<file path="src/rtl/uart_rx_ctrl_pkg.sv">
// Shared UART receive definitions: FSM state encoding, frame width, default oversample.
// Also holds the parity-check helper used by the receive sequencer.
package uart_rx_ctrl_pkg;

    typedef enum logic [2:0] {
        ST_IDLE   = 3'd0,
        ST_START  = 3'd1,
        ST_DATA   = 3'd2,
        ST_PARITY = 3'd3,
        ST_STOP   = 3'd4
    } rx_state_e;

    localparam int UART_DATA_BITS   = 8;
    localparam int UART_DEFAULT_OVS = 16;

    // Data bits XOR parity bit must equal the selected polarity (0 even, 1 odd).
    function automatic logic parity_mismatch(input logic [UART_DATA_BITS-1:0] data,
                                             input logic par_bit,
                                             input logic odd);
        return ((^data) ^ par_bit) != odd;
    endfunction

endpackage

</file>
<file path="src/rtl/uart_baud_tick.sv">
// Oversample tick generator: one-cycle tick every CLK_DIV clocks, restartable by clr_i.
// Tick is combinational from the counter; no backpressure.
module uart_baud_tick #(
    parameter int CLK_DIV = 8
) (
    input  logic clk_i,
    input  logic rst_ni,
    input  logic clr_i,
    output logic tick_o
);

    localparam int CW = (CLK_DIV > 1) ? $clog2(CLK_DIV) : 1;
    localparam logic [CW-1:0] DIV_LAST = CW'(CLK_DIV - 1);

    logic [CW-1:0] div_cnt_q;
    logic [CW-1:0] div_cnt_d;

    always_comb begin
        div_cnt_d = div_cnt_q + 1'b1;
        if (clr_i || (div_cnt_q == DIV_LAST)) begin
            div_cnt_d = '0;
        end
    end

    always_ff @(posedge clk_i) begin
        if (!rst_ni) begin
            div_cnt_q <= '0;
        end else begin
            div_cnt_q <= div_cnt_d;
        end
    end

    // With CLK_DIV=1 the counter sits at 0 == DIV_LAST, so tick is held high.
    assign tick_o = (div_cnt_q == DIV_LAST);

endmodule

</file>
<file path="src/rtl/uart_rx_ctrl.sv">
// UART receive sequencer: sync, start validation, centre sampling, byte delivery with flags.
// rx_valid rises one clk after the stop-centre tick; a frame completing into a full output is dropped and flags overrun.
module uart_rx_ctrl
    import uart_rx_ctrl_pkg::*;
#(
    parameter int CLK_DIV    = 8,
    parameter int OVS        = UART_DEFAULT_OVS,
    parameter int PARITY_EN  = 1,
    parameter int PARITY_ODD = 0
) (
    input  logic                      clk,
    input  logic                      reset,
    input  logic                      rx_in,
    output logic [UART_DATA_BITS-1:0] rx_data,
    output logic                      rx_valid,
    input  logic                      rx_ready,
    output logic                      parity_err,
    output logic                      stop_err,
    output logic                      overrun,
    output logic                      busy
);

    localparam int OW = $clog2(OVS);
    localparam logic [OW-1:0] OVS_MID  = OW'(OVS / 2 - 1);
    localparam logic [OW-1:0] OVS_LAST = OW'(OVS - 1);
    localparam logic          PAR_ODD  = (PARITY_ODD != 0);

    logic                      sync1_q;
    logic                      rx_s_q;
    logic                      rx_prev_q;
    rx_state_e                 state_q;
    logic [OW-1:0]             ovs_cnt_q;
    logic [2:0]                bit_idx_q;
    logic [UART_DATA_BITS-1:0] shreg_q;
    logic                      perr_q;
    logic [UART_DATA_BITS-1:0] rx_data_q;
    logic                      rx_valid_q;
    logic                      parity_err_q;
    logic                      stop_err_q;
    logic                      overrun_q;

    logic tick;
    logic start_edge;
    logic bit_end;
    logic frame_done;
    logic load;

    assign start_edge = (state_q == ST_IDLE) && rx_prev_q && !rx_s_q;
    assign bit_end    = tick && (ovs_cnt_q == OVS_LAST);
    assign frame_done = (state_q == ST_STOP) && bit_end;
    assign load       = frame_done && (!rx_valid_q || rx_ready);

    uart_baud_tick #(
        .CLK_DIV (CLK_DIV)
    ) u_baud_tick (
        .clk_i  (clk),
        .rst_ni (reset),
        .clr_i  (start_edge),
        .tick_o (tick)
    );

    always_ff @(posedge clk) begin
        if (!reset) begin
            sync1_q      <= 1'b1;
            rx_s_q       <= 1'b1;
            rx_prev_q    <= 1'b1;
            state_q      <= ST_IDLE;
            ovs_cnt_q    <= '0;
            bit_idx_q    <= '0;
            shreg_q      <= '0;
            perr_q       <= 1'b0;
            rx_data_q    <= '0;
            rx_valid_q   <= 1'b0;
            parity_err_q <= 1'b0;
            stop_err_q   <= 1'b0;
            overrun_q    <= 1'b0;
        end else begin
            sync1_q   <= rx_in;
            rx_s_q    <= sync1_q;
            rx_prev_q <= rx_s_q;

            if (rx_valid_q && rx_ready) begin
                rx_valid_q <= 1'b0;
            end
            // A load on the same edge as a handshake overrides the clear above.
            if (load) begin
                rx_data_q    <= shreg_q;
                parity_err_q <= (PARITY_EN != 0) ? perr_q : 1'b0;
                stop_err_q   <= !rx_s_q;
                rx_valid_q   <= 1'b1;
                overrun_q    <= 1'b0;
            end else if (frame_done) begin
                overrun_q <= 1'b1;
            end

            case (state_q)
                ST_IDLE: begin
                    if (start_edge) begin
                        ovs_cnt_q <= '0;
                        state_q   <= ST_START;
                    end
                end
                ST_START: begin
                    if (tick) begin
                        if (ovs_cnt_q == OVS_MID) begin
                            ovs_cnt_q <= '0;
                            if (!rx_s_q) begin
                                bit_idx_q <= '0;
                                perr_q    <= 1'b0;
                                state_q   <= ST_DATA;
                            end else begin
                                state_q <= ST_IDLE;
                            end
                        end else begin
                            ovs_cnt_q <= ovs_cnt_q + 1'b1;
                        end
                    end
                end
                ST_DATA: begin
                    if (bit_end) begin
                        shreg_q   <= {rx_s_q, shreg_q[UART_DATA_BITS-1:1]};
                        ovs_cnt_q <= '0;
                        bit_idx_q <= bit_idx_q + 3'd1;
                        if (bit_idx_q == 3'd7) begin
                            state_q <= (PARITY_EN != 0) ? ST_PARITY : ST_STOP;
                        end
                    end else if (tick) begin
                        ovs_cnt_q <= ovs_cnt_q + 1'b1;
                    end
                end
                ST_PARITY: begin
                    if (bit_end) begin
                        perr_q    <= parity_mismatch(shreg_q, rx_s_q, PAR_ODD);
                        ovs_cnt_q <= '0;
                        state_q   <= ST_STOP;
                    end else if (tick) begin
                        ovs_cnt_q <= ovs_cnt_q + 1'b1;
                    end
                end
                ST_STOP: begin
                    if (bit_end) begin
                        ovs_cnt_q <= '0;
                        state_q   <= ST_IDLE;
                    end else if (tick) begin
                        ovs_cnt_q <= ovs_cnt_q + 1'b1;
                    end
                end
                default: begin
                    state_q <= ST_IDLE;
                end
            endcase
        end
    end

    assign rx_data    = rx_data_q;
    assign rx_valid   = rx_valid_q;
    assign parity_err = parity_err_q;
    assign stop_err   = stop_err_q;
    assign overrun    = overrun_q;
    assign busy       = (state_q != ST_IDLE);

endmodule

</file>
<file path="config.mk">
export PLATFORM = sky130hd
export DESIGN_NAME = uart_rx_ctrl
export DESIGN_NICKNAME = d
export VERILOG_FILES = /design/src/rtl/uart_rx_ctrl_pkg.sv /design/src/rtl/uart_baud_tick.sv /design/src/rtl/uart_rx_ctrl.sv
export SDC_FILE = /design/constraint.sdc
export NUM_CORES = 1
export LEC_CHECK = 0
export ABC_AREA = 1
export CELL_PAD_IN_SITES_DETAIL_PLACEMENT = 1
export CELL_PAD_IN_SITES_GLOBAL_PLACEMENT = 1
export CORE_ASPECT_RATIO = 0.6
export CORE_UTILIZATION = 30
export CTS_CLUSTER_DIAMETER = 40
export DETAILED_ROUTE_END_ITERATION = 16
export GPL_ROUTABILITY_DRIVEN = 0
export HOLD_SLACK_MARGIN = 0.06
export PLACE_DENSITY_LB_ADDON = 0.15
export SLEW_MARGIN = 0
export SYNTH_ARGS = -nofsm -noshare
export SYNTH_HDL_FRONTEND = slang
export SYNTH_HIERARCHICAL = 1
export SYNTH_SLANG_ARGS = --single-unit
</file>
<file path="constraint.sdc">
create_clock -name clk -period 4 [get_ports clk]
set_clock_uncertainty 0.05 [all_clocks]
set_input_delay 0.8 -clock clk [delete_from_list [all_inputs] [get_ports clk]]
set_output_delay 0.8 -clock clk [all_outputs]
set_load 0.005 [all_outputs]
</file>
==> impl_metrics.tcl, run 1 <==
set metrics [dict create \
    synth_most_common_cell "nand2_1" \
    clk_pin_slew_ps 70 \
    synth_fp_nets 243 \
    grt.total_usage_pct 16.58 \
    synth_top_family_by_area "simple AND/OR/NAND/NOR gates" \
    post_cts_buffers 0 \
    fillers 711 \
    wl_mm 4.389 \
    yosys.area_share.adder_pct 3.551 \
    holdBufCountCts 0 \
    die_x_um 100.9 \
    grt-ovfl-total 0 \
    power_density_nw_per_um2 390.3 \
    hold_viol 0 \
    dp_hpwl_mm 3.445 \
    period_needed_ps 2472 \
    cts_buffers 5 \
    clk_latency_ps 290 \
    std_cell_rows 21 \
    synth_cell_types 31 \
    wl_per_cell_um 13.22 \
    nets 260 \
    peakVddDrop_mv 0.1780 \
    reg2regPathDepth 9 \
    regToRegSetupSlack_ps 1930 \
    holdCritPathClass "reg -> reg" \
    area_growth_pct 17.54 \
    yosysSeqAreaShare_pct 42.05 \
    first_iter_violations 28 \
    fin_crit_sh_pct 61.79 \
    fmax_mhz 404.6 \
    crit_start "state_q[2]" \
    die_area_um2 6193 \
    hold_end "rx_s_q" \
    route.detailed.drc 0 \
    critPathMaxFanout 6 \
    fin_area_um2 2071 \
    grt_first_pass_wirelength_mm 7.500 \
    post-route-util_pct 36.83 \
    syn_inst 234 \
    clock-sinks 37 \
    critical_path_class "reg -> out" \
    h-tree-depth 2 \
    critPathLaunchType "flop" \
    antenna_cells 0 \
    p_leak_nw 0.7979 \
    critPathCaptureType "primary output" \
    yosys.area_share.simple_pct 27.84 \
    whs_path_depth 1 \
    synth_mux_area_share_pct 0 \
    synth_edf_count 0 \
    cp.required_ps 3150 \
    synth-compound-area-share_pct 15.55 \
    synth_xor_area_share_pct 2.486 \
    ys_async_sr_fraction_pct 0 \
    antenna_found_initial 0 \
    hp-start "sync1_q" \
    grt_pass1_vias 1457 \
    ys_top_cells_by_area "dfxtp_1, nand2_1, a21oi_1" \
    start_util_pct 31.33 \
    synth_commonest_cells "nand2_1, dfxtp_1, nor2_1, a21oi_1, inv_1" \
    setup_viol 0 \
    p_total_mw 0.8083 \
    port_buffers 16 \
    core_area_um2 5623 \
    yosys_register_bits 37 \
    r2r_start "u_baud_tick/div_cnt_q[0]" \
    post_cts_resized 0 \
    slew_headroom_pct 64.79 \
    grt_start_max_net_pins 18 \
    io_pins 17 \
    cts_tree "built" \
    vias 1498 \
    tightestPinTransition_ps 526.5 \
    ctsRootBufferMaster "clkbuf_8" \
    rsz0062_at_grt "no" \
    maxCapViolations 0 \
    antenna_left 0 \
    yosys.area.top_type "dfxtp_1" \
    report.final.slew_viol_count 0 \
    critical_path_arrival_ps 1620 \
    drive_gt1_share_pct 12.70 \
    dr.pass1.iters 4 \
    yosys_warnings 6 \
    syn_area_um2 1762 \
    netlist.area_leader.share_pct 42.05 \
    vias_per_cell 4.512 \
    synth_flop_cell "dfxtp_1" \
    outcome "complete, no violations" \
    finalSetupTns_ps 0 \
    place_area_um2 1969 \
    fp.dieH_um 61.36 \
    cts_max_path_buffers 2 \
    synth.avg_cell_area_um2 7.529 \
    reg2reg_to "stop_err" \
]
-- kinds of logic after synthesis --
| kind of cell | count (synthesis) |
|---|---|
| AND/OR/NAND/NOR | 108 |
| AO/OA/AOI/OAI | 48 |
| flip-flops | 37 |
| buffers and inverters | 31 |
| XOR/XNOR | 5 |
| adder cells (fa/ha/maj) | 5 |
-- where the power goes --
group          internal [mW]  switching [mW]  total (mW)
Combinational         0.0410          0.0773       0.118
Sequential             0.382          0.0158       0.397
Clock                  0.156           0.137       0.292
Total                  0.578           0.230       0.808
-- stage by stage --
| stage | hold slack (ps) | setup WS [ps] | cells |
|---|---|---|---|
| after global routing | 381.9 | 1425 | 332 |
| after floorplan | 342.5 | 2408 | 234 |
| final | 370.8 | 1528 | 332 |
| after global placement | 362.3 | 1706 | 324 |
| after detailed placement | 358.3 | 1643 | 324 |
| after CTS | 373.8 | 1518 | 332 |
-- sequential cells by signal (all words and copies together), names as in the netlist, 3 cells and up --
signal / flops
ovs_cnt_q: 4
shreg_q: 8
bit_idx_q: 3
state_q: 3
u_baud_tick/div_cnt_q: 3
rx_data: 8
-- area by class of cell --
type	instances	area, µm²	share of cell area (%)
clock buffers	7	96.34	4.653
well taps	80	100.1	4.834
clock inverters	1	5.005	0.2417
repair buffers	17	167.7	8.097
multi-input cells	166	870.8	42.05
inverters	24	90.09	4.350
flip-flops and latches	37	740.7	35.77
-- layout by cell type (no fill, tap or decap), drive strengths merged --
cell type and n:
nand2 54, dfxtp 37, nor2 28, a21oi 27
inv 23, o21ai 18, nand3 18, clkdlybuf4s50 16
clkbuf 7, ha 5, nand3b 3, or2 3
xor2 3, xnor2 2, nor3 2, clkinv 2
o211ai 1, a22oi 1, a31oi 1, buf 1
-- critical path, stage by stage, from the launching register on --
cell and delay, ps:
dfxtp_1 450, inv_2 80, nand2_1 130, nor2_1 80, inv_1 80, clkdlybuf4s50_1 500
-- worst max-delay path by stage --
stage          cells past startpoint         end  slack (ps)
3_3_place_gp                       6    stop_err        1710
6_report                           5        busy        1530
3_5_place_dp                       4  rx_data[3]        1640
2_1_floorplan                     10  parity_err        2410
4_1_cts                            5        busy        1520
5_1_grt                            5        busy        1430
-- per-layer routing --
metal | GRT usage, % | routed length, µm | vias up
li1 | - | - | 789
met1 | 26.68 | 2720 | 678
met2 | 20.16 | 1409 | 25
met3 | 4.313 | 198 | 6
met4 | 5.590 | 60 | 0
met5 | 0 | 0 | -
No activity file was read; power rests on OpenSTA's default activity.
==> inputs of run 2 (changes only) <==
Clock period 4 ns to 2.2 ns, I/O delays scaled along.
==> impl_metrics.tcl, run 2 (same netlist as run 1, synthesis figures left out) <==
set metrics [dict create \
    outcome "complete, no violations" \
    cts_max_path_buffers 2 \
    clk_latency_ps 280 \
    fmax_mhz 492.1 \
    tightestPinTransition_ps 415.3 \
    regArea_um2 740.7 \
    setup_viol 0 \
    rsz0062_at_grt "no" \
    port_buffers 16 \
    io_pins 17 \
    route.detailed.drc 0 \
    report.final.slew_viol_count 0 \
    holdBufCountCts 0 \
    place_area_um2 1999 \
    ctsRootBufferMaster "clkbuf_8" \
    slowest_delay_ps 490 \
    critical_path_arrival_ps 1540 \
    post_cts_resized 0 \
    grt_first_pass_wirelength_mm 7.617 \
    hold_viol 0 \
    path_delay_family "buffers and inverters" \
    critical_path_class "reg -> out" \
    power_density_nw_per_um2 683.9 \
    slew_headroom_pct 72.19 \
    vias_per_cell 4.507 \
    fillers 714 \
    first_iter_violations 43 \
    fin_worst_hold_slack_ps 372.9 \
    period_needed_ps 2032 \
    std_cell_rows 21 \
    critPathLaunchType "flop" \
    maxCapViolations 0 \
    area_growth_pct 18.39 \
    vias 1510 \
    clk_pin_slew_ps 80 \
    grt_pass1_vias 1466 \
    p_leak_nw 0.8078 \
    wl_per_cell_um 13.57 \
    holdCritPathClass "reg -> reg" \
    grt-ovfl-total 0 \
    h-tree-depth 2 \
    die_x_um 100.9 \
    peakVddDrop_mv 0.2250 \
    nets 264 \
    cp.required_ps 1710 \
    antenna_cells 0 \
    post_cts_buffers 0 \
    cts_buffers 5 \
    clock-sinks 37 \
    cts_tree "built" \
    grt_start_max_net_pins 18 \
    final_common_cell "nand2_1" \
    critPathMaxFanout 6 \
    drive_gt1_share_pct 13.33 \
    wl_mm 4.545 \
    layout_common_cells "nand2_1, dfxtp_1, nor2_1, a21oi_1, inv_1" \
    finalSetupTns_ps 0 \
    die_area_um2 6193 \
    critical_path_buf_inv_count 3 \
    fp.dieH_um 61.36 \
    antenna_left 0 \
    antenna_found_initial 0 \
    worstPathCellList "inv_2 -> nand2_1 -> nor2_1 -> inv_1 -> clkdlybuf4s50_1" \
    fin_area_um2 2086 \
    dp_hpwl_mm 3.500 \
    fin_crit_sh_pct 92.37 \
    critPathCaptureType "primary output" \
    grt.total_usage_pct 16.80 \
    dr.pass1.iters 4 \
    start_util_pct 31.33 \
    multi_input_area_um2 870.8 \
    core_area_um2 5623 \
    cp_slowest_cell "clkdlybuf4s50_1" \
    p_total_mw 1.426 \
]
run 2: final cells by class:
cell class | count | share of cell area [%]
Multi-Input combinational cell | 166 | 41.75
Tap cell | 80 | 4.799
Timing Repair Buffer | 21 | 9.478
Inverter | 24 | 4.319
Sequential cell | 37 | 35.51
Clock buffer | 7 | 4.139
run 2: through the flow:
stage	instances	utilization, %	worst slack, ps
after floorplan	234	-	607.8
after global placement	328	35.56	457.5
after detailed placement	328	35.56	377.4
after CTS	335	37.09	165.1
after global routing	335	37.09	33.30
final	335	37.09	167.8
run 2: layer usage:
metal	part of all wire [%]	GRT usage, %	up-vias
met5	0	0	-
met1	61	26.98	688
li1	-	-	796
met3	4.0	4.767	2
met2	34	21.43	24
met4	0.46	3.106	0
run 2: path summary, 6_finish.rpt:
path,from,slack (ps),end,cells after the start
max,state_q[0],170,busy,5
min reg2reg,sync1_q,370,rx_s_q,1
min,sync1_q,370,rx_s_q,1
max reg2reg,u_baud_tick/div_cnt_q[0],380,bit_idx_q[0],9
run 2: power by group:
part | internal, mW | switching [mW]
sequential | 0.694 | 0.0277
clock | 0.249 | 0.239
combinational | 0.0753 | 0.141
total | 1.02 | 0.408
run 2: worst reg2reg max path, cell delays in order, from the launching register on:
cell,delay [ps]
dfxtp_1,340
ha_1,150
ha_1,200
inv_1,110
nor3_4,220
inv_2,120
nor2_4,100
buf_4,200
o21ai_0,110
a31oi_1,150
==> inputs of run 3 (changes only) <==
--- a/config.mk
+++ b/config.mk
@@ -17,3 +17,3 @@
 export PLACE_DENSITY_LB_ADDON = 0.15
-export SLEW_MARGIN = 0
+export SLEW_MARGIN = 20
 export SYNTH_ARGS = -nofsm -noshare
--- a/constraint.sdc
+++ b/constraint.sdc
@@ -4,2 +4,2 @@
 set_output_delay 0.44 -clock clk [all_outputs]
-set_load 0.005 [all_outputs]
+set_load 0.01 [all_outputs]
==> impl_metrics.tcl, run 3 (same netlist as run 1, synthesis figures left out) <==
set metrics [dict create \
    clk_latency_ps 290 \
    ctsRootBufferMaster "clkbuf_8" \
    outcome "complete, no violations" \
    die_x_um 100.9 \
    die_area_um2 6193 \
    h-tree-depth 2 \
    holdCritPathClass "reg -> reg" \
    wl_mm 4.548 \
    post_cts_buffers 0 \
    antenna_found_initial 0 \
    period_needed_ps 2091 \
    cts_tree "built" \
    cp.required_ps 1710 \
    core_area_um2 5623 \
    clock-sinks 37 \
    fillers 724 \
    post_cts_resized 0 \
    reg2reg_to "bit_idx_q[0]" \
    regToRegSetupSlack_ps 390 \
    grt-ovfl-total 0 \
    hold_viol 0 \
    reg2regPathDepth 9 \
    worstPathCellList "inv_2 -> nand2_1 -> nor2_1 -> inv_1 -> clkdlybuf4s50_1" \
    holdBufCountCts 0 \
    grt_first_pass_wirelength_mm 7.624 \
    first_iter_violations 64 \
    dp_worst_setup_slack_ps 401.2 \
    critPathLaunchType "flop" \
    setup_viol 0 \
    cp.depth 5 \
    antenna_left 0 \
    fin_crit_sh_pct 95.04 \
    fmax_mhz 478.3 \
    nets 264 \
    layout_common_cells "nand2_1, dfxtp_1, nor2_1, a21oi_1, inv_1" \
    critPathMaxFanout 6 \
    rsz0062_at_grt "no" \
    dr.pass1.iters 4 \
    vias 1510 \
    vias_per_cell 4.494 \
    route.detailed.drc 0 \
    area_growth_pct 20.10 \
    fp.dieH_um 61.36 \
    antenna_cells 0 \
    cp-endpoint "busy" \
    maxCapViolations 0 \
    worst_slack_ps 109.1 \
    dp_hpwl_mm 3.493 \
    final_common_cell "nand2_1" \
    grt.total_usage_pct 16.70 \
    slew_headroom_pct 74.03 \
    crit_start "state_q[0]" \
    p_leak_nw 0.8220 \
    critical_path_arrival_ps 1600 \
    clk_pin_slew_ps 80 \
    path_delay_family "buffers and inverters" \
    grt_start_max_net_pins 18 \
    slowest_delay_ps 530 \
    std_cell_rows 21 \
    port_buffers 16 \
    cp_slowest_cell "clkdlybuf4s50_1" \
    tightestPinTransition_ps 387.8 \
    peakVddDrop_mv 0.3183 \
    critical_path_buf_inv_count 3 \
    cts_buffers 5 \
    drive_gt1_share_pct 13.67 \
    r2r_start "u_baud_tick/div_cnt_q[0]" \
    wl_per_cell_um 13.54 \
    cts_max_path_buffers 2 \
    critical_path_class "reg -> out" \
    grt_pass1_vias 1471 \
    io_pins 17 \
    critPathCaptureType "primary output" \
    start_util_pct 31.33 \
    power_density_nw_per_um2 733.8 \
    finalSetupTns_ps 0 \
    report.final.slew_viol_count 0 \
]
-- run 3: how the worst min path moves through the flow --
| stage | slack, ps | depth (start not counted) | to | from |
|---|---|---|---|---|
| floorplan | 340 | 1 | rx_s_q | sync1_q |
| global placement | 360 | 1 | u_baud_tick/div_cnt_q[0] | u_baud_tick/div_cnt_q[0] |
| detailed placement | 360 | 1 | u_baud_tick/div_cnt_q[0] | u_baud_tick/div_cnt_q[0] |
| CTS | 380 | 1 | u_baud_tick/div_cnt_q[0] | u_baud_tick/div_cnt_q[0] |
| global route | 390 | 1 | u_baud_tick/div_cnt_q[0] | u_baud_tick/div_cnt_q[0] |
| finish | 370 | 1 | u_baud_tick/div_cnt_q[0] | u_baud_tick/div_cnt_q[0] |
-- run 3: routing by layer --
| layer | wire length [µm] | GRT usage, % | vias to the layer above |
|---|---|---|---|
| met2 | 1589 | 21.53 | 23 |
| met4 | 21 | 4.348 | 0 |
| met1 | 2794 | 26.84 | 683 |
| met3 | 142 | 3.746 | 2 |
| met5 | 0 | 0 | - |
| li1 | - | - | 802 |
-- run 3: through the flow --
| step | power (mW) | instances | util, % | cell area, µm² | hold WS, ps |
|---|---|---|---|---|---|
| 6_report | 1.553 | 336 | 37.63 | 2116 | 372.1 |
| 5_1_grt | 1.638 | 336 | 37.63 | 2116 | 387.9 |
| 4_1_cts | 1.578 | 336 | 37.63 | 2116 | 375.6 |
| 3_5_place_dp | 0.9549 | 328 | 35.56 | 1999 | 364.2 |
| 3_3_place_gp | 0.9549 | 328 | 35.56 | 1999 | 356.1 |
| 2_1_floorplan | 0.8841 | 234 | - | 1762 | 342.5 |
-- run 3: worst register-to-register path, cell delays in order, from the launching register on --
cell	delay, ps
dfxtp_1	340
ha_1	150
ha_1	190
inv_1	100
nor3_4	220
inv_2	120
nor2_4	130
buf_4	210
o21ai_0	100
a31oi_1	140
-- run 3: report_power, final --
group,leakage (nW),switching (mW),internal [mW]
sequential,0.300,0.0277,0.694
clock,0.0585,0.243,0.370
combinational,0.464,0.142,0.0755
total,0.822,0.413,1.14
-- run 3: final cells by class --
cell class	count	area, µm²	share of cell area, %
Timing Repair Buffer	21	197.7	9.344
Multi-Input combinational cell	166	870.8	41.16
Clock inverter	1	30.03	1.419
Inverter	24	90.09	4.258
Clock buffer	7	86.33	4.080
Sequential cell	37	740.7	35.01
Tap cell	80	100.1	4.731
